--- config.mk ---
export PLATFORM = sky130hd
export DESIGN_NAME = atahost_pio_arbiter
export DESIGN_NICKNAME = d
export VERILOG_FILES = /design/src/rtl/atahost_pkg.sv /design/src/rtl/atahost_rr_arb2.sv /design/src/rtl/atahost_pio_arbiter.sv
export SDC_FILE = /design/constraint.sdc
export NUM_CORES = 1
export LEC_CHECK = 0
export CORE_UTILIZATION = 41
export CTS_BUF_LIST = sky130_fd_sc_hd__clkbuf_16
export DETAILED_ROUTE_END_ITERATION = 6
export GPL_TIMING_DRIVEN = 0
export PLACE_DENSITY = 0.79
export SETUP_SLACK_MARGIN = 0.02
export SYNTH_ARGS = -nofsm -noshare
export SYNTH_HDL_FRONTEND = slang
export SYNTH_SLANG_ARGS = --single-unit
--- constraint.sdc ---
create_clock -name clk -period 2 [get_ports clk]
set_clock_uncertainty 0.1 [all_clocks]
set_input_delay 0.6 -clock clk [delete_from_list [all_inputs] [get_ports clk]]
set_output_delay 0.6 -clock clk [all_outputs]
set_load 0.03 [all_outputs]
--- src/rtl/atahost_pkg.sv ---
// Shared definitions for the ATA host PIO arbiter: bus widths and FSM encoding.
package atahost_pkg;

    localparam int ATA_AW = 4;   // PIO address width, bit 3 selects CS1
    localparam int ATA_DW = 16;  // PIO data width

    typedef enum logic [1:0] {
        ST_IDLE = 2'd0,  // sample requests, pick a winner
        ST_XFER = 2'd1,  // PIOreq held, waiting for PIOack
        ST_GAP  = 2'd2   // one cycle of PIOreq low so the request edge re-arms
    } ata_state_e;

endpackage

--- src/rtl/atahost_rr_arb2.sv ---
// Two-way round-robin arbiter with lock override; purely combinational.
module atahost_rr_arb2 (
    input  logic [1:0] req,       // {r1_req, r0_req}
    input  logic       last,      // index of the requester served last
    input  logic       lock_own,  // index of the lock holder
    input  logic       lock_vld,  // lock currently in force
    output logic [1:0] win        // one-hot winner, 00 if nobody eligible
);

    // Lock holder is the only candidate; otherwise ties go to the one not served last.
    always_comb begin
        // NOTE: default first so every path assigns win and no latch is inferred.
        win = 2'b00;
        if (lock_vld) begin
            if (req[lock_own]) begin
                win[lock_own] = 1'b1;
            end
        end else if (req == 2'b11) begin
            win = last ? 2'b01 : 2'b10;
        end else begin
            win = req;
        end
    end

endmodule

--- src/rtl/atahost_pio_arbiter.sv ---
// Shares the OCIDEC-1 PIO port between the register slave (r0) and the
// command sequencer (r1). Registers the winner onto the port, waits for
// PIOack, and returns ack/read data to the owner only.
module atahost_pio_arbiter
    import atahost_pkg::*;
(
    input  logic              clk,
    input  logic              nReset,
    input  logic              r0_req,
    input  logic              r1_req,
    input  logic              r0_lock,
    input  logic              r1_lock,
    input  logic [ATA_AW-1:0] r0_a,
    input  logic [ATA_AW-1:0] r1_a,
    input  logic [ATA_DW-1:0] r0_d,
    input  logic [ATA_DW-1:0] r1_d,
    input  logic              r0_we,
    input  logic              r1_we,
    output logic              r0_ack,
    output logic              r1_ack,
    output logic [ATA_DW-1:0] r0_q,
    output logic [ATA_DW-1:0] r1_q,
    output logic              PIOreq,
    output logic [ATA_AW-1:0] PIOa,
    output logic [ATA_DW-1:0] PIOd,
    output logic              PIOwe,
    input  logic              PIOack,
    input  logic [ATA_DW-1:0] PIOq,
    output logic [1:0]        gnt
);

    ata_state_e        state_q, state_d;
    logic              last_q, last_d;          // requester served last
    logic              lock_vld_q, lock_vld_d;
    logic              lock_own_q, lock_own_d;
    logic [1:0]        gnt_q, gnt_d;
    logic              pio_req_q, pio_req_d;
    logic [ATA_AW-1:0] pio_a_q, pio_a_d;
    logic [ATA_DW-1:0] pio_d_q, pio_d_d;
    logic              pio_we_q, pio_we_d;
    logic [1:0]        ack_q, ack_d;
    logic [ATA_DW-1:0] rd0_q, rd0_d;
    logic [ATA_DW-1:0] rd1_q, rd1_d;

    logic       lock_hold;  // lock input of the current lock holder
    logic       lock_live;  // lock still in force this cycle
    logic       owner;      // index of the requester owning the port
    logic [1:0] win;

    // A lock released while idle stops applying in the same IDLE cycle.
    assign lock_hold = lock_own_q ? r1_lock : r0_lock;
    assign lock_live = lock_vld_q && lock_hold;
    assign owner     = gnt_q[1];

    atahost_rr_arb2 u_arb (
        .req      ({r1_req, r0_req}),
        .last     (last_q),
        .lock_own (lock_own_q),
        .lock_vld (lock_live),
        .win      (win)
    );

    // Next-state and datapath updates for the IDLE/XFER/GAP sequence.
    always_comb begin
        state_d    = state_q;
        last_d     = last_q;
        lock_vld_d = lock_vld_q;
        lock_own_d = lock_own_q;
        gnt_d      = gnt_q;
        pio_req_d  = pio_req_q;
        pio_a_d    = pio_a_q;
        pio_d_d    = pio_d_q;
        pio_we_d   = pio_we_q;
        ack_d      = 2'b00;  // acks are single-cycle pulses
        rd0_d      = rd0_q;
        rd1_d      = rd1_q;

        unique case (state_q)
            ST_IDLE: begin
                if (lock_vld_q && !lock_hold) begin
                    lock_vld_d = 1'b0;
                end
                if (win != 2'b00) begin
                    pio_req_d = 1'b1;
                    gnt_d     = win;
                    pio_a_d   = win[1] ? r1_a  : r0_a;
                    pio_d_d   = win[1] ? r1_d  : r0_d;
                    pio_we_d  = win[1] ? r1_we : r0_we;
                    state_d   = ST_XFER;
                end
            end
            ST_XFER: begin
                if (PIOack) begin
                    pio_req_d  = 1'b0;
                    ack_d      = gnt_q;
                    if (!pio_we_q) begin
                        if (owner) rd1_d = PIOq;
                        else       rd0_d = PIOq;
                    end
                    last_d     = owner;
                    lock_own_d = owner;
                    lock_vld_d = owner ? r1_lock : r0_lock;
                    state_d    = ST_GAP;
                end
            end
            ST_GAP: begin
                gnt_d   = 2'b00;
                state_d = ST_IDLE;
            end
            default: begin
                state_d = ST_IDLE;
            end
        endcase
    end

    // State registers; asynchronous reset drops PIOreq immediately even mid-transfer.
    always_ff @(posedge clk or negedge nReset) begin
        if (!nReset) begin
            state_q    <= ST_IDLE;
            last_q     <= 1'b1;
            lock_vld_q <= 1'b0;
            lock_own_q <= 1'b0;
            gnt_q      <= 2'b00;
            pio_req_q  <= 1'b0;
            pio_a_q    <= '0;
            pio_d_q    <= '0;
            pio_we_q   <= 1'b0;
            ack_q      <= 2'b00;
            rd0_q      <= '0;
            rd1_q      <= '0;
        end else begin
            // NOTE: non-blocking so every flop updates from pre-edge values.
            state_q    <= state_d;
            last_q     <= last_d;
            lock_vld_q <= lock_vld_d;
            lock_own_q <= lock_own_d;
            gnt_q      <= gnt_d;
            pio_req_q  <= pio_req_d;
            pio_a_q    <= pio_a_d;
            pio_d_q    <= pio_d_d;
            pio_we_q   <= pio_we_d;
            ack_q      <= ack_d;
            rd0_q      <= rd0_d;
            rd1_q      <= rd1_d;
        end
    end

    assign PIOreq = pio_req_q;
    assign PIOa   = pio_a_q;
    assign PIOd   = pio_d_q;
    assign PIOwe  = pio_we_q;
    assign gnt    = gnt_q;
    assign r0_ack = ack_q[0];
    assign r1_ack = ack_q[1];
    assign r0_q   = rd0_q;
    assign r1_q   = rd1_q;

endmodule

==> impl_results.md, run 1 <==
- HPWL reported at the end of detailed placement: 4.47 mm
- Ratio of cells with drive above 1 in the final layout: 9.92%
- Count of pins on the block boundary: 123
- Number of buffers added on ports: 122
- Count of unique library cells instantiated by Yosys: 28
- Ant. Diodes: 0
- Async set-reset flop share out of synthesis: 100%
- Critical Path Sink Type: output pin
- Clock latency at the later pin of the worst-skew pair: 0.32 ns
- Share of the clock period used by the worst path: 95.6%
- Count of placed standard cells in the final layout, fillers left out: 430
- Total Routed Length: 6.35 mm
- Max-capacitance violation count: 0
- Area of the mapped netlist: 2690 µm²
- Unrepaired setup endpoints after global routing: no
- Classification of the worst-slack hold path: in -> async
- Maximum number of pins on one net before global-route repair: 37
- Critical path class: reg -> out
- Buffers & Inverters on Critical Path: 1
- Primary FF master, synth: sky130_fd_sc_hd__dfrtp_1
- Peak supply drop: 923 µV
- Gpl congestion: 0.819
- Cell type group with the largest total delay on the critical path: flip-flops
- Crit start category: flip-flop
- Status: completed
- NumNets Final: 413
- Setup violators final: 0
- Signal arrival time at the worst endpoint: 1.21 ns
- Final period demand of the worst path: 1.91 ns
- Worst Max-Slew Pin Slew: 0.641 ns
- Hold_ws: 0.201 ns
- Final global-route overflow total: 0
- Number of nets produced by synthesis: 274
- Wire per inst: 14.8 µm
- Router iterations before antenna repair: 4
- Starting density of the core: 42.3%
- Clock Root Buffer: sky130_fd_sc_hd__clkbuf_16
- Die extent in x: 82.9 µm
- Clock tree from TritonCTS: yes
- Highest clock rate: 523 MHz
- Vias per Instance: 5.01
- Vias in the first global route: 2,245
- Number of placed instances with taps included: 409
- Sink count of the clock tree: 63
- Critical path required time: 1.30 ns
- DRT antenna net count: 0
- Headroom to the max-slew limit: 57.3%
- Placement Cell Area: 4020 µm²
- Initial antenna violation count: 0
- Die Y-Extent: 82.9 µm
- Cell with the biggest individual delay on the critical path: sky130_fd_sc_hd__dfrtp_1
- First-pass GRT wire length: 10.9 mm
- Launch point of the worst reg-to-reg path: last_q$_DFFE_PN1P_
- Post-synthesis instance total: 209
- Total routing usage reported by global routing: 20.2%
- Total die area: 6880 µm²
- Flip-flop and latch count after synthesis: 63
- Number of buffers inserted for hold repair after clock tree synthesis: 0
- Core ar.: 6350 µm²
- Sum of negative setup slack: 0 ns
- Number of violations reported at the end of detailed-routing iteration 0: 65
- Sequential fraction of the synthesis area: 58.8%
- Clock-pin slew on the worst setup and hold paths: 0.05 ns
- Cells traversed along the worst timing path: dlygate4sd2_1
- Via count: 2,153
- Static Leakage: 2.07 nW
- Inserted Clock Buffers: 9
- Largest driver fanout on the critical path: 4
- Number of failing hold endpoints at the final stage: 0
- Power density of the placed cells: 1610 nW/µm²
- Number of core rows: 29
- Post-synth EDFFs: 0
- DRC violations left: 0
- Number of buffers on the longest clock path: 2
- Maximum level of the CTS H-tree: 3
- Synth Area per Inst: 12.8 µm²
- Number of warnings reported in the yosys synthesis log: 0
- Finished Cell Area: 4310 µm²
- Largest stage delay, worst path: 0.45 ns
- CP Launch Point: PIOwe$_DFFE_PN0P_
- Area added between synthesis and finish: 60.4%
- Number of max-slew violations in the final report: 0
## cell usage in the layout, fill, tap and decap left out, types with 3 or more instances in the layout
cell	n
sky130_fd_sc_hd__dfrtp_1	62
sky130_fd_sc_hd__dlygate4sd2_1	62
sky130_fd_sc_hd__clkdlybuf4s50_1	58
sky130_fd_sc_hd__mux2_1	32
sky130_fd_sc_hd__nor2_1	25
sky130_fd_sc_hd__mux2i_1	24
sky130_fd_sc_hd__a21oi_1	23
sky130_fd_sc_hd__clkbuf_16	9
sky130_fd_sc_hd__nand2_1	8
sky130_fd_sc_hd__inv_1	6
sky130_fd_sc_hd__buf_4	5
sky130_fd_sc_hd__buf_2	4
sky130_fd_sc_hd__o21ai_0	3
## Yosys cell counts (2+ instances only)
cell	n	area [µm²]
sky130_fd_sc_hd__mux2i_1	24	240
sky130_fd_sc_hd__nor2b_1	2	12.5
sky130_fd_sc_hd__mux2_1	32	360
sky130_fd_sc_hd__buf_2	5	25.0
sky130_fd_sc_hd__a21oi_1	23	115
sky130_fd_sc_hd__nand2_1	8	30.0
sky130_fd_sc_hd__nor2_1	25	93.8
sky130_fd_sc_hd__o21ai_0	3	15.0
sky130_fd_sc_hd__dfrtp_1	62	1550
sky130_fd_sc_hd__buf_4	2	15.0
sky130_fd_sc_hd__inv_1	4	15.0
sky130_fd_sc_hd__and2_1	2	12.5
sky130_fd_sc_hd__buf_6	2	22.5
## layout make-up
class | count | area [µm²]
Buffer | 10 | 83.8
Clock buffer | 9 | 225
Clock inverter | 7 | 32.5
Fill cell | 508 | 2040
Inverter | 4 | 15.0
Multi-Input combinational cell | 132 | 1030
Sequential cell | 63 | 1580
Tap cell | 77 | 96.3
Timing Repair Buffer | 128 | 1250
## cell families after synthesis
kind of cell	Yosys count	synth area share, %
AO/OA/AOI/OAI	33	7.78
buffers and inverters	14	3.03
flip-flops	63	58.8
multiplexers	56	22.4
AND/OR/NAND/NOR	43	8.06
## layer usage
metal,global-route usage (%),vias to the layer above,share of wire (%)
met5,0,-,0
li1,-,1018,-
met3,6.46,9,8.3
met1,24.3,1029,41
met4,7.99,0,1.2
met2,33.8,97,49
## through the flow
stage / setup WS, ns / total power [mW] / util (%)
floorplan: 0.262 / 4.32 / -
global placement: -1.74 / 5.82 / 63.0
detailed placement: -0.506 / 5.88 / 63.3
CTS: 0.0316 / 6.97 / 67.7
global route: 0.0343 / 7.30 / 67.8
finish: 0.0872 / 6.91 / 67.8
## where the power goes
group	internal [mW]	leakage (nW)	switching [mW]
sequential	1.89	0.747	0.333
combinational	1.31	1.20	2.05
clock	0.814	0.133	0.517
## flip-flops by register name, indices dropped and copies added, names as in the netlist
name	count
ack_q	2
PIOreq	1
PIOwe	1
lock_vld_q	1
r0_q	16
state_q	2
PIOa	4
lock_own_q	1
gnt	2
last_q	1
r1_q	16
PIOd	16
## worst paths after layout
check	slack, ns	cells after the start	endpoint
worst max-delay path	0.09	1	PIOwe
worst min-delay path	0.20	1	PIOd[7]$_DFFE_PN0P_
worst max register to register	0.20	5	PIOd[11]$_DFFE_PN0P_
worst min register to register	0.38	1	r0_q[6]$_DFFE_PN0P_
max in group asynchronous	0.92	2	last_q$_DFFE_PN1P_
min in group clk	0.38	1	r0_q[6]$_DFFE_PN0P_
## timing repair
| item | in CTS | in global routing |
|---|---|---|
| endpoints found under the hold margin | 0 | 0 |
| endpoints found under the setup margin | 97 | 19 |
| pin swaps | 2 | 1 |
| gates resized for setup | 67 | 3 |
| setup buffers | 3 | 0 |
| cloned | 2 | 0 |
Power figures use the tool's default switching activity.
==> run 2, diff against run 1 <==
--- a/config.mk
+++ b/config.mk
@@ -5,6 +5,7 @@
 export SDC_FILE = /design/constraint.sdc
 export NUM_CORES = 1
 export LEC_CHECK = 0
+export CORE_MARGIN = 2
 export CORE_UTILIZATION = 41
 export CTS_BUF_LIST = sky130_fd_sc_hd__clkbuf_16
 export DETAILED_ROUTE_END_ITERATION = 6
==> run 2 against run 1 <==
  * Via count is 0.23% lower
  * Maximum frequency is 1.3% lower
  * Global-route usage is 1.5 points lower
  * Non-clock buffer count stayed put
  * First-iteration DRC count is 23% lower
  * Utilization is 0.099 points higher
  * Register-to-register slack better by 0.04 ns
  * Cell count stayed put
  * Wire length is 5.5% higher
  * Sequential share of layout area is 0.053 points lower
  * Power is 0.24% higher
  * Critical path type unchanged
==> impl_results.md, run 2 (synthesis gave the netlist of run 1 again) <==
- Vias in the first global route: 2,252
- Clock-pin slew on the worst setup and hold paths: 0.05 ns
- Share of the clock period used by the worst path: 96.9%
- HPWL reported at the end of detailed placement: 4.83 mm
- Total die area: 7210 µm²
- Total design power: 6.93 mW
- DRC violations left: 0
- Signal arrival time at the worst endpoint: 1.24 ns
- Clock power share: 19.2%
- Placement Cell Area: 4020 µm²
- Static Leakage: 2.07 nW
- Clock tree from TritonCTS: yes
- Maximum level of the CTS H-tree: 3
- Headroom to the max-slew limit: 50.7%
- Reported net switching power: 2.94 mW
- DRT antenna net count: 0
- Buffers & Inverters on Critical Path: 1
- Cell with the biggest individual delay on the critical path: sky130_fd_sc_hd__dfrtp_1
- Clock Root Buffer: sky130_fd_sc_hd__clkbuf_16
- Critical Path Sink Type: output pin
- Router iterations before antenna repair: 5
- Starting density of the core: 42.3%
- Core ar.: 6350 µm²
- Combinational share of power: 48.5%
- Max-capacitance violation count: 0
- Initial antenna violation count: 0
- Vias per Instance: 5.00
- Clock latency at the later pin of the worst-skew pair: 0.32 ns
- Setup violators final: 0
- Largest driver fanout on the critical path: 4
- R2R setup slack: 0.24 ns
- Launch point of the worst reg-to-reg path: state_q[1]$_DFFE_PN0P_
- FF-to-FF path depth: 5
- Unrepaired setup endpoints after global routing: no
- Switching share of total power: 42.4%
- Number of violations reported at the end of detailed-routing iteration 0: 50
- Wire per inst: 15.6 µm
- Via count: 2,148
- Cell type group with the largest total delay on the critical path: flip-flops
- Classification of the worst-slack hold path: in -> async
- Number of buffers inserted for hold repair after clock tree synthesis: 0
- Power density of the placed cells: 1610 nW/µm²
- Leading cell types in the layout, fill and taps excluded: 62 x sky130_fd_sc_hd__dfrtp_1, 61 x sky130_fd_sc_hd__dlygate4sd2_1, 58 x sky130_fd_sc_hd__clkdlybuf4s50_1
- Area added between synthesis and finish: 60.6%
- Cells traversed along the worst timing path: dlygate4sd2_1
- Number of max-slew violations in the final report: 0
- Peak supply drop: 981 µV
- Sink count of the clock tree: 63
- NumNets Final: 413
- Number of failing hold endpoints at the final stage: 0
- Number of core rows: 29
- Critical path required time: 1.30 ns
- Capture instance of the worst register-to-register path: r1_q[10]$_DFFE_PN0P_
- Most common cell after layout, fill and taps aside: sky130_fd_sc_hd__dfrtp_1
- Critical path class: reg -> out
- Cell-internal power: 3.99 mW
- Highest clock rate: 516 MHz
- Status: completed
- Worst setup timing slack at the placement stage: -0.532 ns
- Sequential group share of total power: 32.3%
- Sum of negative setup slack: 0 ns
- Worst Max-Slew Pin Slew: 0.740 ns
- Largest stage delay, worst path: 0.47 ns
- Total Routed Length: 6.70 mm
- First-pass GRT wire length: 10.6 mm
- Crit start category: flip-flop
- Maximum number of pins on one net before global-route repair: 34
- Ratio of cells with drive above 1 in the final layout: 10.5%
- Gpl congestion: 0.779
- Number of buffers added on ports: 122
- Final period demand of the worst path: 1.94 ns
- Ant. Diodes: 0
- Count of pins on the block boundary: 123
- Worst-case setup margin in the final layout: 0.0613 ns
- Total routing usage reported by global routing: 18.8%
- Final global-route overflow total: 0
- Number of buffers on the longest clock path: 2
- Finished Cell Area: 4310 µm²
- Die Y-Extent: 84.9 µm
- Inserted Clock Buffers: 9
- Die extent in x: 84.9 µm
run 2: routing by layer:
metal | part of all wire (%) | vias to the layer above | wire length, µm | global-route usage (%)
met2 | 49 | 100 | 3280 | 30.8
met3 | 8.7 | 10 | 580 | 6.52
met4 | 1.7 | 0 | 116 | 8.37
met1 | 41 | 1025 | 2720 | 22.4
met5 | 0 | - | 0 | 0
li1 | - | 1013 | - | -
run 2: cell type report:
cell class	instances	area, µm²
clock buffer	9	225
inverter	4	15.0
fill	507	2040
buffer	10	83.8
timing repair buffer	128	1250
clock inverter	7	33.8
sequential	63	1580
multi-input combinational	132	1030
tap	77	96.3
run 2: metrics by stage:
step           cells  hold slack, ns  util (%)
5_1_grt          430           0.305      67.9
2_1_floorplan    209           0.204         -
4_1_cts          427           0.257      66.6
6_report         430           0.238      67.9
3_3_place_gp     408           0.364      63.0
3_5_place_dp     409           0.374      63.3
run 2: how the worst max path moves through the flow:
stage / from / to / depth (start not counted)
floorplan: gnt[1]$_DFFE_PN0P_ / r0_q[10]$_DFFE_PN0P_ / 4
global placement: nReset / r0_q[3]$_DFFE_PN0P_ / 1
detailed placement: PIOack / r0_q[7]$_DFFE_PN0P_ / 5
CTS: r1_lock / PIOa[3]$_DFFE_PN0P_ / 6
global route: PIOwe$_DFFE_PN0P_ / PIOwe / 1
finish: PIOwe$_DFFE_PN0P_ / PIOwe / 1
run 2: repair_timing:
action	in CTS	in global routing
buffers inserted	2	1
cloned	0	2
resized for setup	66	5
pin swaps	2	1
setup endpoints to repair	94	21
run 2: power by group through the flow:
stage	Sequential, mW	Combinational (mW)	Clock, mW
2_1_floorplan	3.34	0.982	0
3_3_place_gp	2.24	3.58	0
3_5_place_dp	2.27	3.65	0
4_1_cts	2.24	3.29	1.35
5_1_grt	2.32	3.59	1.41
6_report	2.24	3.36	1.33
==> run 3, diff against run 2 <==
--- a/config.mk
+++ b/config.mk
@@ -9,6 +9,7 @@
 export CORE_UTILIZATION = 41
 export CTS_BUF_LIST = sky130_fd_sc_hd__clkbuf_16
 export DETAILED_ROUTE_END_ITERATION = 6
+export GPL_ROUTABILITY_DRIVEN = 0
 export GPL_TIMING_DRIVEN = 0
 export PLACE_DENSITY = 0.79
 export SETUP_SLACK_MARGIN = 0.02
==> results of run 3 <==
Final layout, timing and power as in run 2 (identical DEF).
